`config.mk`:
```
export PLATFORM = sky130hd
export DESIGN_NAME = gmac_tx_arbiter
export DESIGN_NICKNAME = d
export VERILOG_FILES = /design/src/rtl/gmac_tx_arbiter_pkg.sv /design/src/rtl/gmac_tx_rr_pick.sv /design/src/rtl/gmac_tx_arbiter.sv
export SDC_FILE = /design/constraint.sdc
export NUM_CORES = 1
export LEC_CHECK = 0
export CORE_ASPECT_RATIO = 0.6
export CORE_UTILIZATION = 40
export CTS_BUF_LIST = sky130_fd_sc_hd__clkbuf_8 sky130_fd_sc_hd__clkbuf_16
export CTS_CLUSTER_SIZE = 28
export DETAILED_ROUTE_END_ITERATION = 7
export PLACE_DENSITY = 0.69
export SYNTH_ARGS = -nofsm -noshare
export SYNTH_HDL_FRONTEND = slang
export SYNTH_SLANG_ARGS = --single-unit
```
`constraint.sdc`:
```
create_clock -name I_tx_mac_aclk -period 3.1 [get_ports I_tx_mac_aclk]
set_clock_uncertainty 0.15 [all_clocks]
set_input_delay 0.775 -clock I_tx_mac_aclk [delete_from_list [all_inputs] [get_ports I_tx_mac_aclk]]
set_output_delay 0.775 -clock I_tx_mac_aclk [all_outputs]
set_load 0.1 [all_outputs]
```
`src/rtl/gmac_tx_arbiter_pkg.sv`:
```
// rtl/gmac_tx_arbiter_pkg.sv - shared constants and helpers for the GMAC TX arbiter
package gmac_tx_arbiter_pkg;

  localparam logic [1:0] ST_IDLE  = 2'd0;
  localparam logic [1:0] ST_XFER  = 2'd1;
  localparam logic [1:0] ST_ABORT = 2'd2;
  localparam logic [1:0] ST_DRAIN = 2'd3;

  localparam int   GMAC_MAX_LEN = 1514;
  localparam logic TUSER_ABORT  = 1'b1;

  // Cyclic index advance; step is always below n.
  function automatic int rr_wrap(input int base, input int step, input int n);
    int v;
    v = base + step;
    if (v >= n) v = v - n;
    return v;
  endfunction

endpackage

```
`src/rtl/gmac_tx_rr_pick.sv`:
```
// rtl/gmac_tx_rr_pick.sv - combinational round-robin picker: first request at or after ptr
module gmac_tx_rr_pick
  import gmac_tx_arbiter_pkg::*;
#(
  parameter int NUM_REQ = 3,
  parameter int PW      = 2
) (
  input  logic [NUM_REQ-1:0] req,
  input  logic [PW-1:0]      ptr,
  output logic [NUM_REQ-1:0] onehot,
  output logic [PW-1:0]      idx,
  output logic               any
);

  int cand;

  always_comb begin
    onehot = '0;
    idx    = '0;
    any    = 1'b0;
    cand   = 0;
    for (int k = 0; k < NUM_REQ; k++) begin
      cand = rr_wrap(int'(ptr), k, NUM_REQ);
      if (!any && req[cand]) begin
        any          = 1'b1;
        onehot[cand] = 1'b1;
        idx          = PW'(cand);
      end
    end
  end

endmodule

```
`src/rtl/gmac_tx_arbiter.sv`:
```
// rtl/gmac_tx_arbiter.sv - frame-granular round-robin arbiter onto the GMAC TX stream,
// aborting underrun/oversize frames via tuser and draining the rest of the source frame
module gmac_tx_arbiter
  import gmac_tx_arbiter_pkg::*;
#(
  parameter int NUM_REQ = 3,
  parameter int MAX_LEN = GMAC_MAX_LEN,
  parameter int CNT_W   = 16
) (
  input  logic                   I_tx_mac_aclk,
  input  logic                   I_reset_n,
  input  logic                   I_enable,
  input  logic [8*NUM_REQ-1:0]   I_req_tdata,
  input  logic [NUM_REQ-1:0]     I_req_tvalid,
  input  logic [NUM_REQ-1:0]     I_req_tlast,
  output logic [NUM_REQ-1:0]     O_req_tready,
  output logic [7:0]             O_tx_axis_mac_tdata,
  output logic                   O_tx_axis_mac_tvalid,
  output logic                   O_tx_axis_mac_tlast,
  output logic                   O_tx_axis_mac_tuser,
  input  logic                   I_tx_axis_mac_tready,
  output logic [NUM_REQ-1:0]     O_grant,
  output logic                   O_busy,
  output logic                   O_err_underrun,
  output logic                   O_err_oversize,
  output logic [CNT_W-1:0]       O_frame_cnt
);

  localparam int PW = (NUM_REQ > 1) ? $clog2(NUM_REQ) : 1;
  localparam int BW = $clog2(MAX_LEN + 1);

  logic [1:0]         state;
  logic [NUM_REQ-1:0] grant;
  logic [PW-1:0]      gidx;
  logic [PW-1:0]      ptr;
  logic [BW-1:0]      count;
  logic [CNT_W-1:0]   frame_cnt;

  logic [NUM_REQ-1:0] pick_onehot;
  logic [PW-1:0]      pick_idx;
  logic               pick_any;

  logic [7:0]         req_byte [NUM_REQ];
  logic [7:0]         src_data;
  logic               src_valid;
  logic               src_last;
  logic               at_limit;
  logic [PW-1:0]      next_ptr;

  for (genvar i = 0; i < NUM_REQ; i++) begin : g_byte
    assign req_byte[i] = I_req_tdata[8*i +: 8];
  end

  gmac_tx_rr_pick #(
    .NUM_REQ (NUM_REQ),
    .PW      (PW)
  ) u_pick (
    .req    (I_req_tvalid),
    .ptr    (ptr),
    .onehot (pick_onehot),
    .idx    (pick_idx),
    .any    (pick_any)
  );

  assign src_data  = req_byte[gidx];
  assign src_valid = I_req_tvalid[gidx];
  assign src_last  = I_req_tlast[gidx];
  // Beat MAX_LEN is about to go out without the source's tlast.
  assign at_limit  = (count == BW'(MAX_LEN - 1));
  assign next_ptr  = PW'(rr_wrap(int'(gidx), 1, NUM_REQ));

  always_comb begin
    O_tx_axis_mac_tdata  = 8'h00;
    O_tx_axis_mac_tvalid = 1'b0;
    O_tx_axis_mac_tlast  = 1'b0;
    O_tx_axis_mac_tuser  = 1'b0;
    O_req_tready         = '0;
    O_err_underrun       = 1'b0;
    O_err_oversize       = 1'b0;
    case (state)
      ST_XFER: begin
        O_tx_axis_mac_tvalid = 1'b1;
        if (src_valid) begin
          O_req_tready[gidx]  = I_tx_axis_mac_tready;
          O_tx_axis_mac_tdata = src_data;
          O_tx_axis_mac_tlast = src_last | at_limit;
          O_tx_axis_mac_tuser = at_limit & ~src_last;
          O_err_oversize      = I_tx_axis_mac_tready & at_limit & ~src_last;
        end else begin
          // Underrun: the MAC must not see tvalid drop mid-frame, so close it with an abort beat.
          O_tx_axis_mac_tlast = 1'b1;
          O_tx_axis_mac_tuser = TUSER_ABORT;
          O_err_underrun      = I_tx_axis_mac_tready;
        end
      end
      ST_ABORT: begin
        O_tx_axis_mac_tvalid = 1'b1;
        O_tx_axis_mac_tlast  = 1'b1;
        O_tx_axis_mac_tuser  = TUSER_ABORT;
        O_err_underrun       = I_tx_axis_mac_tready;
      end
      ST_DRAIN: begin
        O_req_tready[gidx] = 1'b1;
      end
      default: ;
    endcase
  end

  always_ff @(posedge I_tx_mac_aclk) begin
    if (!I_reset_n) begin
      state     <= ST_IDLE;
      grant     <= '0;
      gidx      <= '0;
      ptr       <= '0;
      count     <= '0;
      frame_cnt <= '0;
    end else begin
      case (state)
        ST_IDLE: begin
          if (I_enable && pick_any) begin
            grant <= pick_onehot;
            gidx  <= pick_idx;
            count <= '0;
            state <= ST_XFER;
          end
        end
        ST_XFER: begin
          if (src_valid) begin
            if (I_tx_axis_mac_tready) begin
              count <= count + 1'b1;
              if (src_last) begin
                frame_cnt <= frame_cnt + 1'b1;
                ptr       <= next_ptr;
                grant     <= '0;
                state     <= ST_IDLE;
              end else if (at_limit) begin
                state <= ST_DRAIN;
              end
            end
          end else begin
            state <= I_tx_axis_mac_tready ? ST_DRAIN : ST_ABORT;
          end
        end
        ST_ABORT: begin
          if (I_tx_axis_mac_tready) state <= ST_DRAIN;
        end
        ST_DRAIN: begin
          if (src_valid && src_last) begin
            ptr   <= next_ptr;
            grant <= '0;
            state <= ST_IDLE;
          end
        end
        default: state <= ST_IDLE;
      endcase
    end
  end

  assign O_grant     = grant;
  assign O_busy      = (state != ST_IDLE);
  assign O_frame_cnt = frame_cnt;

endmodule
```
* After elaboration in Yosys (flattened, before gate mapping)
Cells that the tools add are included.
** Storage, ports and cells
- Logic and storage cells :: 145
- Bits of input ports :: 34
- Output and inout port bits :: 36
- Register bits :: 36
** Cells by class
- Magnitude comparators :: 13
- Muxes and demuxes :: 74
- Reductions and logical operators :: 22
- $add $sub $neg :: 9
- Bitwise gates (word level) :: 9
- Equality and inequality tests :: 12
** Operators by type and width (count)
- 32-bit by 1-bit greater-or-equal comparator with 1-bit output (second input constant) :: 3
- 32-bit by 4-bit < comparator with 1-bit output (second input constant) :: 3
- 32-bit two-way mux :: 3
- 32-bit by 3-bit greater-or-equal comparator with 1-bit output (second input constant) :: 2
- 32-bit by 3-bit subtractor with 32-bit output (second input constant) :: 2
- 11-bit two-way mux :: 3
- 8-bit two-way mux :: 4
- 2-bit two-way mux :: 15
- 3-bit two-way mux :: 9
- 1-bit two-way mux :: 22
- 11-bit one-hot mux with 2 select lines :: 1
- 16-bit by 1-bit adder with 16-bit output (second input constant) :: 1
- 8-bit binary-select mux with 2-bit select :: 1
- 2-bit != test (second input constant) :: 6
- 11-bit by 1-bit adder with 11-bit output (second input constant) :: 1
- 11-bit == test (second input constant) :: 1
- 1-bit binary-select mux with 2-bit select :: 5
- 5-bit AND reduction :: 2
- 3-bit one-hot mux with 3 select lines :: 1
- 1-bit demux with 2-bit select :: 4
- 1-bit logical AND :: 8
- 2-bit one-hot mux with 4 select lines :: 1
- 4-bit AND reduction :: 2
- 2-bit by 1-bit adder with 3-bit output (second input constant) :: 2
- other kinds (28) :: 37

* Longest topological paths before layout
Gate-level depths: netlist (run 1).
- Word-level depth :: 15
- Gate-level depth with buffers :: 10
- Depth with buffers taken out :: 8

* Modules after synthesis
From an unflattened synthesis (run 1), not the netlist that was laid out.
** Second synthesis, totals
- Cells, all modules :: 321
- Area total of the unflattened synthesis :: 2606.2 um^2
** Modules (own cells, without submodules)
- gmac_tx_arbiter :: area an instance 2224.6 um^2, sequential area each 720.7 um^2, times used 1, cells each 269
- gmac_tx_rr_pick :: area an instance 381.6 um^2, sequential area each 0.0 um^2, times used 1, cells each 52

* Worst setup path before layout (run 1)
No wires, ideal clock.
- Path kind :: reg-to-output
- Start :: register state[0]
- End :: output port O_tx_axis_mac_tuser
- Arrival :: 2.784 ns
- Cell stages (with the launch flop) :: 4
- Path buffers :: 0
- Data required time :: 2.175 ns
- Slack :: -0.609 ns
- Path through :: dfxtp_1 -> inv_1 -> ha_1 -> nor2b_1
** Between the ends
- Cells in the longest elaborated chain, start to end :: 2
- Elaborated cells between the ends (all ways) :: 3
- Classes of those cells :: 2 x eq/ne; 1 x mux
** RTL lines
- start: declaration :: RTL line gmac_tx_arbiter.sv:32 : logic [1:0] state;
- start signal: assignment :: RTL line gmac_tx_arbiter.sv:141 : state <= I_tx_axis_mac_tready ? ST_DRAIN : ST_ABORT;
- 2-bit == test / 2-bit by 1-bit == test with 1-bit output (equally long branches) :: RTL line gmac_tx_arbiter.sv:80 : case (state)
- 1-bit one-hot mux with 2 select lines (*) :: RTL line gmac_tx_arbiter.sv:80
- end: declaration :: RTL line gmac_tx_arbiter.sv:20 : output logic O_tx_axis_mac_tuser,
Mark *: on every way between the ends. The rest lies on a longest branch, timed or not.

* Worst setup path in the final report (run 1)
- Start :: input port I_req_tvalid[0]
- End :: output port O_tx_axis_mac_tlast
** Between the ends
- Cells in the longest elaborated chain, start to end :: 4
** RTL lines
- start: declaration :: RTL line gmac_tx_arbiter.sv:14 : input logic [NUM_REQ-1:0] I_req_tvalid,
- 1-bit binary-select mux with 2-bit select :: RTL line gmac_tx_arbiter.sv:66 : assign src_valid = I_req_tvalid[gidx];
- 1-bit two-way mux (implied by the code) :: RTL line gmac_tx_arbiter.sv:66
- 1-bit two-way mux :: RTL line gmac_tx_arbiter.sv:83 : if (src_valid) begin
- 1-bit one-hot mux with 2 select lines :: RTL line gmac_tx_arbiter.sv:80
- end: declaration :: RTL line gmac_tx_arbiter.sv:19 : output logic O_tx_axis_mac_tlast,
No other way between the ends. The select of a mux whose other input is x is not followed.

==> qor.txt, run 1 <==
WP data required: 2.17 ns
initial core utilization: 0.433
status: completed
total power draw: 1.91 mW
Largest delay share family, worst path: buffers and inverters
# DRC: 0
CTS Sinks: 36
final HPWL from detailed placement: 5310 um
Vias: 2,533
first-pass GRT wire length: 11,700 um
Ant. Diodes: 0
Final min period: 2.98 ns
Worst-Margin Slew: 0.462 ns
worst-path cell chain: dlygate4sd2_1, mux2i_4, o21a_1, nor3_1, nor2_1, o21a_2, buf_12
P per Cell Area: 517 nW/um^2
num ports: 70
Remaining Overflow, GRT: 0
worst hold path type: flop to flop
Mean Syn Cell Area: 7.88 um^2
WP buf/inv: 2
filler instances: 506
post-synth top area share: 0.287
CP Class: input pin to output pin
placed cells: 478
All-Layer GR Usage: 0.219
die footprint: 6620 um^2
largest area contributor in the netlist: dfxtp_1
WP data arrival: 2.06 ns
die height: 63.4 um
CP startpoint kind: input pin
Via density: 5.20
Achievable Freq: 335 MHz
root buffer cell: clkbuf_8
fin util: 0.635
Synthesis Warnings: 0
prevailing post-synth register cell: dfxtp_1
core area: 5810 um^2
Num CTS Buffers: 5
share of layout cells above drive strength 1: 0.233
number of global-route vias before repair: 2,399
reg-to-reg slack, setup: 0.40 ns
CTS tree: yes
max-slew violation count: 0
worst-skew pair later-pin latency: 0.29 ns
synth unique cells: 53
die width: 104 um
unrepaired setup endpoints after global routing: no
Post-Syn Nets: 368
post-synthesis sequential area ratio: 0.287
GPL Wtd Cong: 0.837
Max Cap Violations: 0
EDFF count, synth: 0
# rows: 21
Post-CTS Hold Fix Bufs: 0
largest fanout on the critical path: 4
VDD IR-drop max: 0.000227 V
initial antenna violation count: 0
Total Nets Final: 456
Final Cycle Share: 0.963
H-tree depth: 2
setup violators final: 0
clk slew on worst S/H paths: 0.08 ns
Post-Route WL: 6900 um
Relative slew margins: 0.692
Post-Layout Cell Count: 487
largest net degree at the start of global routing: 23
Post-Synthesis Cells: 319
Critical Path Max Stage Delay: 0.31 ns
post-route ant nets: 0
Area contributors post-synth: dfxtp_1, mux2i_1, nor2_1
Max Buffers Root-to-Sink: 2
drt initial violations: 108
Seq cells post-synth: 36
synthesized cell area: 2510 um^2
Wirelength per Cell: 14.2 um
I/O Buffers: 69
slowest CP cell: dlygate4sd2_1
Area growth syn-to-layout: 46.6%
FFs w/ async S/R, synth: 0
Leak Pwr: 1.45 nW
Final Hold Fails: 0
crit path capture type: output pin
TritonRoute pass-1 iters: 4
==> registers in the layout (all words and copies together), names as in the netlist, named ones only <==
register,flops
gidx,2
O_frame_cnt,16
count,11
O_grant,3
ptr,2
state,1
==> cell families after synthesis <==
| kind of cell | synth area share |
|---|---|
| compound gates | 0.155 |
| xor+xnor | 0.0557 |
| fa+ha+maj | 0.0747 |
| buf+inv | 0.0433 |
| flops | 0.287 |
| mux | 0.0836 |
| simple gates | 0.301 |
==> Yosys cell counts, types with 7 or more instances <==
cell,n
a21oi_1,16
dfxtp_1,36
ha_1,15
inv_1,9
mux2i_1,21
nand2_1,37
nand2b_1,7
nand3_1,10
nand4_1,8
nor2_1,52
nor4_1,9
o21ai_0,7
xnor2_1,10
==> worst paths after layout <==
kind	from	end	depth (start not counted)
min reg2reg	O_grant[1]	O_grant[1]	2
max reg2reg	gidx[1]	O_frame_cnt[11]	9
min	O_grant[1]	O_grant[1]	2
max	I_req_tvalid[0]	O_tx_axis_mac_tlast	7
==> where the power goes <==
part / total (mW) / internal (mW) / switching, mW
registers: 0.512 / 0.482 / 0.0300
clock network: 0.364 / 0.198 / 0.166
logic: 1.03 / 0.367 / 0.663
==> cells in the final DEF (no fill, tap or decap), drive strengths merged, types with 6 or more instances in the layout <==
cell           synthesis  layout
a21oi                 17      17
ha                    15      15
o21ai                 10      10
nor2                  52      52
xor2                   6       6
nor4                  10      10
nand4                  9       9
nand3                 10      10
clkbuf                 5       8
o21a                   6       6
inv                    9       9
xnor2                 10      10
mux2i                 21      21
nor3                   6       6
clkdlybuf4s50          0      28
dfxtp                 36      36
and3                   6       6
nand2b                 7       7
buf                    7      60
nand2                 37      37
==> through the flow <==
stage / area (um^2) / worst slack (ns) / hold slack [ns] / TNS (ns)
final: 3690 / 0.116 / 0.316 / 0
after global routing: 3690 / 0.0146 / 0.340 / 0
after CTS: 3670 / 0.00613 / 0.320 / 0
after detailed placement: 3540 / -0.247 / 0.310 / -2.31
after global placement: 3540 / -0.223 / 0.300 / -1.96
after floorplan: 2550 / -0.513 / 0.321 / -1.68
==> what timing repair did <==
action / 4_1_cts / 5_1_grt
setup endpoints to repair: 15 / 5
setup buffers: 1 / 1
gates cloned: 0 / 0
resized for setup: 9 / 7
pin swaps: 0 / 2
==> routing by layer <==
metal / share of wire / track usage / wire (um)
met1: 0.54 / 0.333 / 3740
met2: 0.40 / 0.316 / 2780
met3: 0.050 / 0.0404 / 343
met4: 0.0052 / 0.0411 / 36
met5: 0 / 0 / 0
==> cell type report <==
class                      instances  area (um^2)  area share
inverter                          10         37.5      0.0102
clock buffer                       7         96.3      0.0261
sequential                        36          721       0.196
multi-input combinational        261         1750       0.476
timing repair buffer              93          978       0.265
tap                               80          100      0.0272
==> worst reg2reg max path: cells and delay by family, from the launching register on <==
| kind | cells | cell delay, ns |
|---|---|---|
| and+or+nand+nor | 4 | 1.13 |
| DFF | 1 | 0.59 |
| buffers and inverters | 3 | 0.40 |
| AOI/OAI and AO/OA | 2 | 0.35 |
Note: power is estimated with default switching activity, not from simulation.
==> run 2, diff against run 1 <==
--- a/config.mk
+++ b/config.mk
@@ -11,6 +11,8 @@
 export CTS_CLUSTER_SIZE = 28
 export DETAILED_ROUTE_END_ITERATION = 7
 export PLACE_DENSITY = 0.69
+export RECOVER_POWER = 25
+export SETUP_SLACK_MARGIN = 0.05
 export SYNTH_ARGS = -nofsm -noshare
 export SYNTH_HDL_FRONTEND = slang
 export SYNTH_SLANG_ARGS = --single-unit
==> constraint.sdc (replaced) <==
create_clock -name I_tx_mac_aclk -period 3.34 [get_ports I_tx_mac_aclk]
set_clock_uncertainty 0.15 [all_clocks]
set_input_delay 0.835 -clock I_tx_mac_aclk [delete_from_list [all_inputs] [get_ports I_tx_mac_aclk]]
set_output_delay 0.835 -clock I_tx_mac_aclk [all_outputs]
set_load 0.1 [all_outputs]
==> run 2 against run 1 <==
Compared with the run above:
- routed wire length decreased by 2.2%
- combinational power is 8% lower
- clock power shrank 22%
- first-iteration DRC count grew 55%
==> qor.txt, run 2 (same netlist as run 1, synthesis figures left out) <==
status: completed (unchanged)
CTS tree: yes (unchanged)
Vias: 2,516 (was 2,533)
CTS Sinks: 36 (unchanged)
# rows: 21 (unchanged)
Total Nets Final: 455 (was 456)
initial antenna violation count: 0 (unchanged)
Ant. Diodes: 0 (unchanged)
Max Buffers Root-to-Sink: 2 (unchanged)
die footprint: 6620 um^2 (unchanged)
max-slew violation count: 0 (unchanged)
initial core utilization: 0.433 (unchanged)
drt initial violations: 167 (was 108)
unrepaired setup endpoints after global routing: yes (was no)
most frequent cells in the layout: nor2_1, nand2_1, dfxtp_1 (was buf_4, nor2_1, nand2_1)
most common cell after layout, fill and taps aside: nor2_1 (was buf_4)
Largest delay share family, worst path: buffers and inverters (unchanged)
setup TNS: 0 ns (unchanged)
All-Layer GR Usage: 0.216 (was 0.219)
Critical Path Max Stage Delay: 0.45 ns (was 0.31 ns)
worst r2r path cells: 10 (was 9)
CP startpoint kind: input pin (unchanged)
die height: 63.4 um (unchanged)
crit path capture type: output pin (unchanged)
WP depth: 8 (was 7)
WP data arrival: 2.17 ns (was 2.06 ns)
Post-Route WL: 6750 um (was 6900 um)
Most common cell on crit path: nand2_1
root buffer cell: clkbuf_8 (unchanged)
Largest register FFs: 16 (unchanged)
GPL Wtd Cong: 0.899 (was 0.837)
Final min period: 3.16 ns
Via density: 5.18 (was 5.20)
Setup crit end: O_tx_axis_mac_tuser (was O_tx_axis_mac_tlast)
first-pass GRT wire length: 11,600 um (was 11,700 um)
Max Cap Violations: 0 (unchanged)
worst hold path type: flop to flop (unchanged)
slowest CP cell: clkdlybuf4s50_1 (was dlygate4sd2_1)
Worst-Margin Slew: 1.18 ns (was 0.462 ns)
largest fanout on the critical path: 3 (was 4)
WP buf/inv: 2 (unchanged)
Relative slew margins: 0.215 (was 0.692)
worst-path cell chain: clkdlybuf4s50_1, nand3b_1, o21a_1, nand2_1, nand2_1, a21oi_1, nor2b_2, buf_12 (was dlygate4sd2_1, mux2i_4, o21a_1, nor3_1, nor2_1, o21a_2, buf_12)
CP Class: input pin to output pin (unchanged)
final HPWL from detailed placement: 5290 um (was 5310 um)
Leak Pwr: 1.36 nW (was 1.45 nW)
Achievable Freq: 317 MHz
I/O Buffers: 69 (unchanged)
die width: 104 um (unchanged)
num ports: 70 (unchanged)
WP data required: 2.35 ns (was 2.17 ns)
# DRC: 0 (unchanged)
Area growth syn-to-layout: 42.8% (was 46.6%)
P per Cell Area: 477 nW/um^2 (was 517 nW/um^2)
share of layout cells above drive strength 1: 0.175 (was 0.233)
Final Cycle Share: 0.945
Remaining Overflow, GRT: 0 (unchanged)
post-route ant nets: 0 (unchanged)
core area: 5810 um^2 (unchanged)
worst-skew pair later-pin latency: 0.28 ns (was 0.29 ns)
Placed Area: 3510 um^2 (was 3540 um^2)
largest net degree at the start of global routing: 23 (unchanged)
RR Endpoint: O_frame_cnt[9] (was O_frame_cnt[11])
Num CTS Buffers: 5 (unchanged)
CP Launch Point: I_req_tlast[2] (was I_req_tvalid[0])
RR Startpoint: gidx[1] (unchanged)
clk slew on worst S/H paths: 0.06 ns (was 0.08 ns)
H-tree depth: 2 (unchanged)
TritonRoute pass-1 iters: 4 (unchanged)
Design Area, Final: 3590 um^2 (was 3690 um^2)
setup violators final: 0 (unchanged)
reg-to-reg slack, setup: 0.30 ns (was 0.40 ns)
VDD IR-drop max: 0.000282 V (was 0.000227 V)
Wirelength per Cell: 13.9 um (was 14.2 um)
Final Hold Fails: 0 (unchanged)
number of global-route vias before repair: 2,414 (was 2,399)
## run 2: cell types whose count changed in the layout (fill, tap and decap cells not counted), sizes merged
cell         delta
clkbuf         +15
inv             +1
buf            -19
clkinv          +1
dlygate4sd2     +1
## run 2: area by class of cell
cell class | count | area, um^2
Clock buffer | 5 | 68.8
Sequential cell | 36 | 721
Timing Repair Buffer | 92 | 907
Multi-Input combinational cell | 261 | 1750
Inverter | 10 | 37.5
Clock inverter | 2 | 8.76
Fill cell | 550 | 2220
Tap cell | 80 | 100
## run 2: timing repair
item | in CTS | in global routing
gates resized for setup | 6 | 6
setup endpoints to repair | 15 | 2
hold buffers | 0 | 0
setup buffers | 4 | 1
pin swaps | 0 | 1
## run 2: metrics by stage
step	power, mW	cells	worst slack (ns)	hold slack (ns)	util
6_report	1.71	486	0.182	0.319	0.618
5_1_grt	1.80	486	0.0488	0.346	0.618
4_1_cts	1.71	485	0.0612	0.321	0.625
3_5_place_dp	1.41	474	-0.0956	0.312	0.605
3_3_place_gp	1.40	474	-0.0765	0.301	0.605
2_1_floorplan	1.11	319	-0.393	0.321	-
## run 2: worst register-to-register path, delay by kind of cell (launching register included)
kind                   cells  cell delay (ns)
and+or+nand+nor            4             1.18
AOI/OAI and AO/OA          2             0.35
DFF                        1             0.76
buffers and inverters      4             0.55
## run 2: how the worst min path moves through the flow
stage	startpoint	to	slack (ns)	depth (start not counted)
after detailed placement	O_grant[2]	O_grant[2]	0.31	2
after CTS	O_grant[2]	O_grant[2]	0.32	2
after global placement	O_grant[1]	O_grant[1]	0.30	2
after floorplan	flop	flop	0.32	2
after global routing	O_grant[2]	O_grant[2]	0.35	2
final	O_grant[1]	O_grant[1]	0.32	2
## run 2: power by group
group	internal (mW)	switching (mW)
registers	0.448	0.0323
logic	0.338	0.609
clock network	0.139	0.145
## run 2: routing by layer
metal	part of all wire	wire [um]	global-route usage	up-vias
met5	0	0	0	-
met4	0.0018	12	0.0214	0
met3	0.044	295	0.0393	2
li1	-	-	-	1295
met1	0.54	3640	0.326	1180
met2	0.42	2800	0.328	39
==> run 3, diff against run 2 <==
--- a/config.mk
+++ b/config.mk
@@ -10,9 +10,10 @@
 export CTS_BUF_LIST = sky130_fd_sc_hd__clkbuf_8 sky130_fd_sc_hd__clkbuf_16
 export CTS_CLUSTER_SIZE = 28
 export DETAILED_ROUTE_END_ITERATION = 7
-export PLACE_DENSITY = 0.69
+export DONT_BUFFER_PORTS = 1
 export RECOVER_POWER = 25
 export SETUP_SLACK_MARGIN = 0.05
+export SKIP_LAST_GASP = 1
 export SYNTH_ARGS = -nofsm -noshare
 export SYNTH_HDL_FRONTEND = slang
 export SYNTH_SLANG_ARGS = --single-unit
==> run 3 against run 2 <==
Compared with the run above:
- via count down 8.3%
- non-clock buffer count down 54
- hold slack better by 0.061 ns
- fmax up 2.8%
- clock-buffer cell count up 1
- cell area down 16%
- sequential share of layout area up 4.0 points
- largest power group unchanged
==> qor.txt, run 3 (same netlist as run 1, synthesis figures left out) <==
worst hold path type: flop to flop (unchanged)
post-route ant nets: 0 (unchanged)
most common cell after layout, fill and taps aside: nor2_1 (unchanged)
worst-path cell chain: inv_1, ha_2, inv_1, o22a_1, nor2_2, buf_4 (was clkdlybuf4s50_1, nand3b_1, o21a_1, nand2_1, nand2_1, a21oi_1, nor2b_2, buf_12)
clock share of power: 0.199 (was 0.166)
clk slew on worst S/H paths: 0.07 ns (was 0.06 ns)
Placed Area: 2960 um^2 (was 3510 um^2)
hold_ws: 0.381 ns (was 0.319 ns)
VDD IR-drop max: 0.000340 V (was 0.000282 V)
All-Layer GR Usage: 0.200 (was 0.216)
WP data required: 2.35 ns (about the same)
unrepaired setup endpoints after global routing: no (was yes)
Post-CTS Hold Fix Bufs: 0 (unchanged)
Post-Route WL: 6240 um (was 6750 um)
worst-skew pair later-pin latency: 0.29 ns (was 0.28 ns)
Post-Place Setup Slack: 0.326 ns (was -0.0956 ns)
num ports: 70 (unchanged)
core area: 5810 um^2 (unchanged)
die height: 63.4 um (unchanged)
fin util: 0.517 (was 0.618)
Critical Path Max Stage Delay: 0.41 ns (was 0.45 ns)
Wirelength per Cell: 14.4 um (was 13.9 um)
most frequent cells in the layout: nor2_1, nand2_1, dfxtp_1 (unchanged)
sequential power share: 0.327 (was 0.281)
Total Nets Final: 401 (was 455)
Psw: 0.756 mW (was 0.786 mW)
Final Hold Fails: 0 (unchanged)
setup violators final: 0 (unchanged)
number of global-route vias before repair: 2,207 (was 2,414)
Ant. Diodes: 0 (unchanged)
Post-Layout Cell Count: 433 (was 486)
Largest register FFs: 16 (unchanged)
Worst-Margin Slew: 1.43 ns (was 1.18 ns)
Final Cycle Share: 0.919 (was 0.945)
Area growth syn-to-layout: 19.5% (was 42.8%)
placed cells: 425 (was 474)
max-slew violation count: 0 (unchanged)
drt initial violations: 179 (was 167)
I/O Buffers: 0 (was 69)
share of layout cells above drive strength 1: 0.164 (was 0.175)
post-CTS setup buffer count: 0 (was 4)
P per Cell Area: 528 nW/um^2 (was 477 nW/um^2)
crit path capture type: output pin (unchanged)
total power draw: 1.59 mW (was 1.71 mW)
combinational power share: 0.473 (was 0.553)
Remaining Overflow, GRT: 0 (unchanged)
die width: 104 um (unchanged)
Most common cell on crit path: inv_1 (was nand2_1)
PnR worst setup slack: 0.269 ns (was 0.182 ns)
Via density: 5.33 (was 5.18)
initial core utilization: 0.433 (unchanged)
root buffer cell: clkbuf_8 (unchanged)
Num CTS Buffers: 5 (unchanged)
switch share: 0.477 (was 0.460)
die footprint: 6620 um^2 (unchanged)
Max Buffers Root-to-Sink: 2 (unchanged)
GPL Wtd Cong: 0.804 (was 0.899)
TritonRoute pass-1 iters: 4 (unchanged)
# rows: 21 (unchanged)
CP Class: flop to output pin (was input pin to output pin)
Max Cap Violations: 0 (unchanged)
WP data arrival: 2.09 ns (was 2.17 ns)
filler instances: 581 (was 550)
# DRC: 0 (unchanged)
Vias: 2,308 (was 2,516)
largest net degree at the start of global routing: 24 (was 23)
CP startpoint kind: flop (was input pin)
Leak Pwr: 1.11 nW (was 1.36 nW)
Achievable Freq: 326 MHz (was 317 MHz)
initial antenna violation count: 0 (unchanged)
setup TNS: 0 ns (unchanged)
first-pass GRT wire length: 10,600 um (was 11,600 um)
final HPWL from detailed placement: 4700 um (was 5290 um)
slowest CP cell: o22a_1 (was clkdlybuf4s50_1)
Design Area, Final: 3000 um^2 (was 3590 um^2)
Final min period: 3.07 ns (was 3.16 ns)
status: completed (unchanged)
post-cts sizing count: 0 (was 6)
largest fanout on the critical path: 11 (was 3)
reg-to-reg slack, setup: 0.42 ns (was 0.30 ns)
CTS tree: yes (unchanged)
CTS Sinks: 36 (unchanged)
P_int: 0.830 mW (was 0.924 mW)
Relative slew margins: 0.0463 (was 0.215)
H-tree depth: 2 (unchanged)
run 3: path summary, 6_finish.rpt:
check | to | startpoint | cells after the start
min | flop | flop | 2
max | O_tx_axis_mac_tdata[1] | flop | 6
min reg2reg | flop | flop | 2
max reg2reg | O_frame_cnt[11] | O_frame_cnt[2] | 6
run 3: layout make-up:
cell class | count | area [um^2] | share of cell area
sequential | 36 | 722 | 0.240
inverter | 10 | 37.5 | 0.0125
tap | 80 | 100 | 0.0333
clock inverter | 2 | 7.51 | 0.00250
timing repair buffer | 38 | 332 | 0.110
clock buffer | 6 | 82.6 | 0.0275
multi-input combinational | 261 | 1720 | 0.573
run 3: power groups by stage:
| stage | Clock, mW | Sequential [mW] | Combinational, mW |
|---|---|---|---|
| CTS | 0.325 | 0.519 | 0.748 |
| finish | 0.316 | 0.519 | 0.751 |
| global placement | 0 | 0.528 | 0.738 |
| floorplan | 0 | 0.523 | 0.588 |
| detailed placement | 0 | 0.528 | 0.745 |
| global route | 0.349 | 0.523 | 0.804 |
run 3: critical path, delay by kind of cell, from the launching register on:
family                   cells  cell delay (ns)
buffers and inverters        3             0.55
adder cells (fa/ha/maj)      1             0.31
AND/OR/NAND/NOR              1             0.17
AO/OA/AOI/OAI                1             0.41
flip-flops                   1             0.35
run 3: per-layer routing:
metal / track usage / share of wire
met5: 0 / 0
met4: 0.0571 / 0.0082
met3: 0.0497 / 0.047
met2: 0.296 / 0.43
met1: 0.284 / 0.52
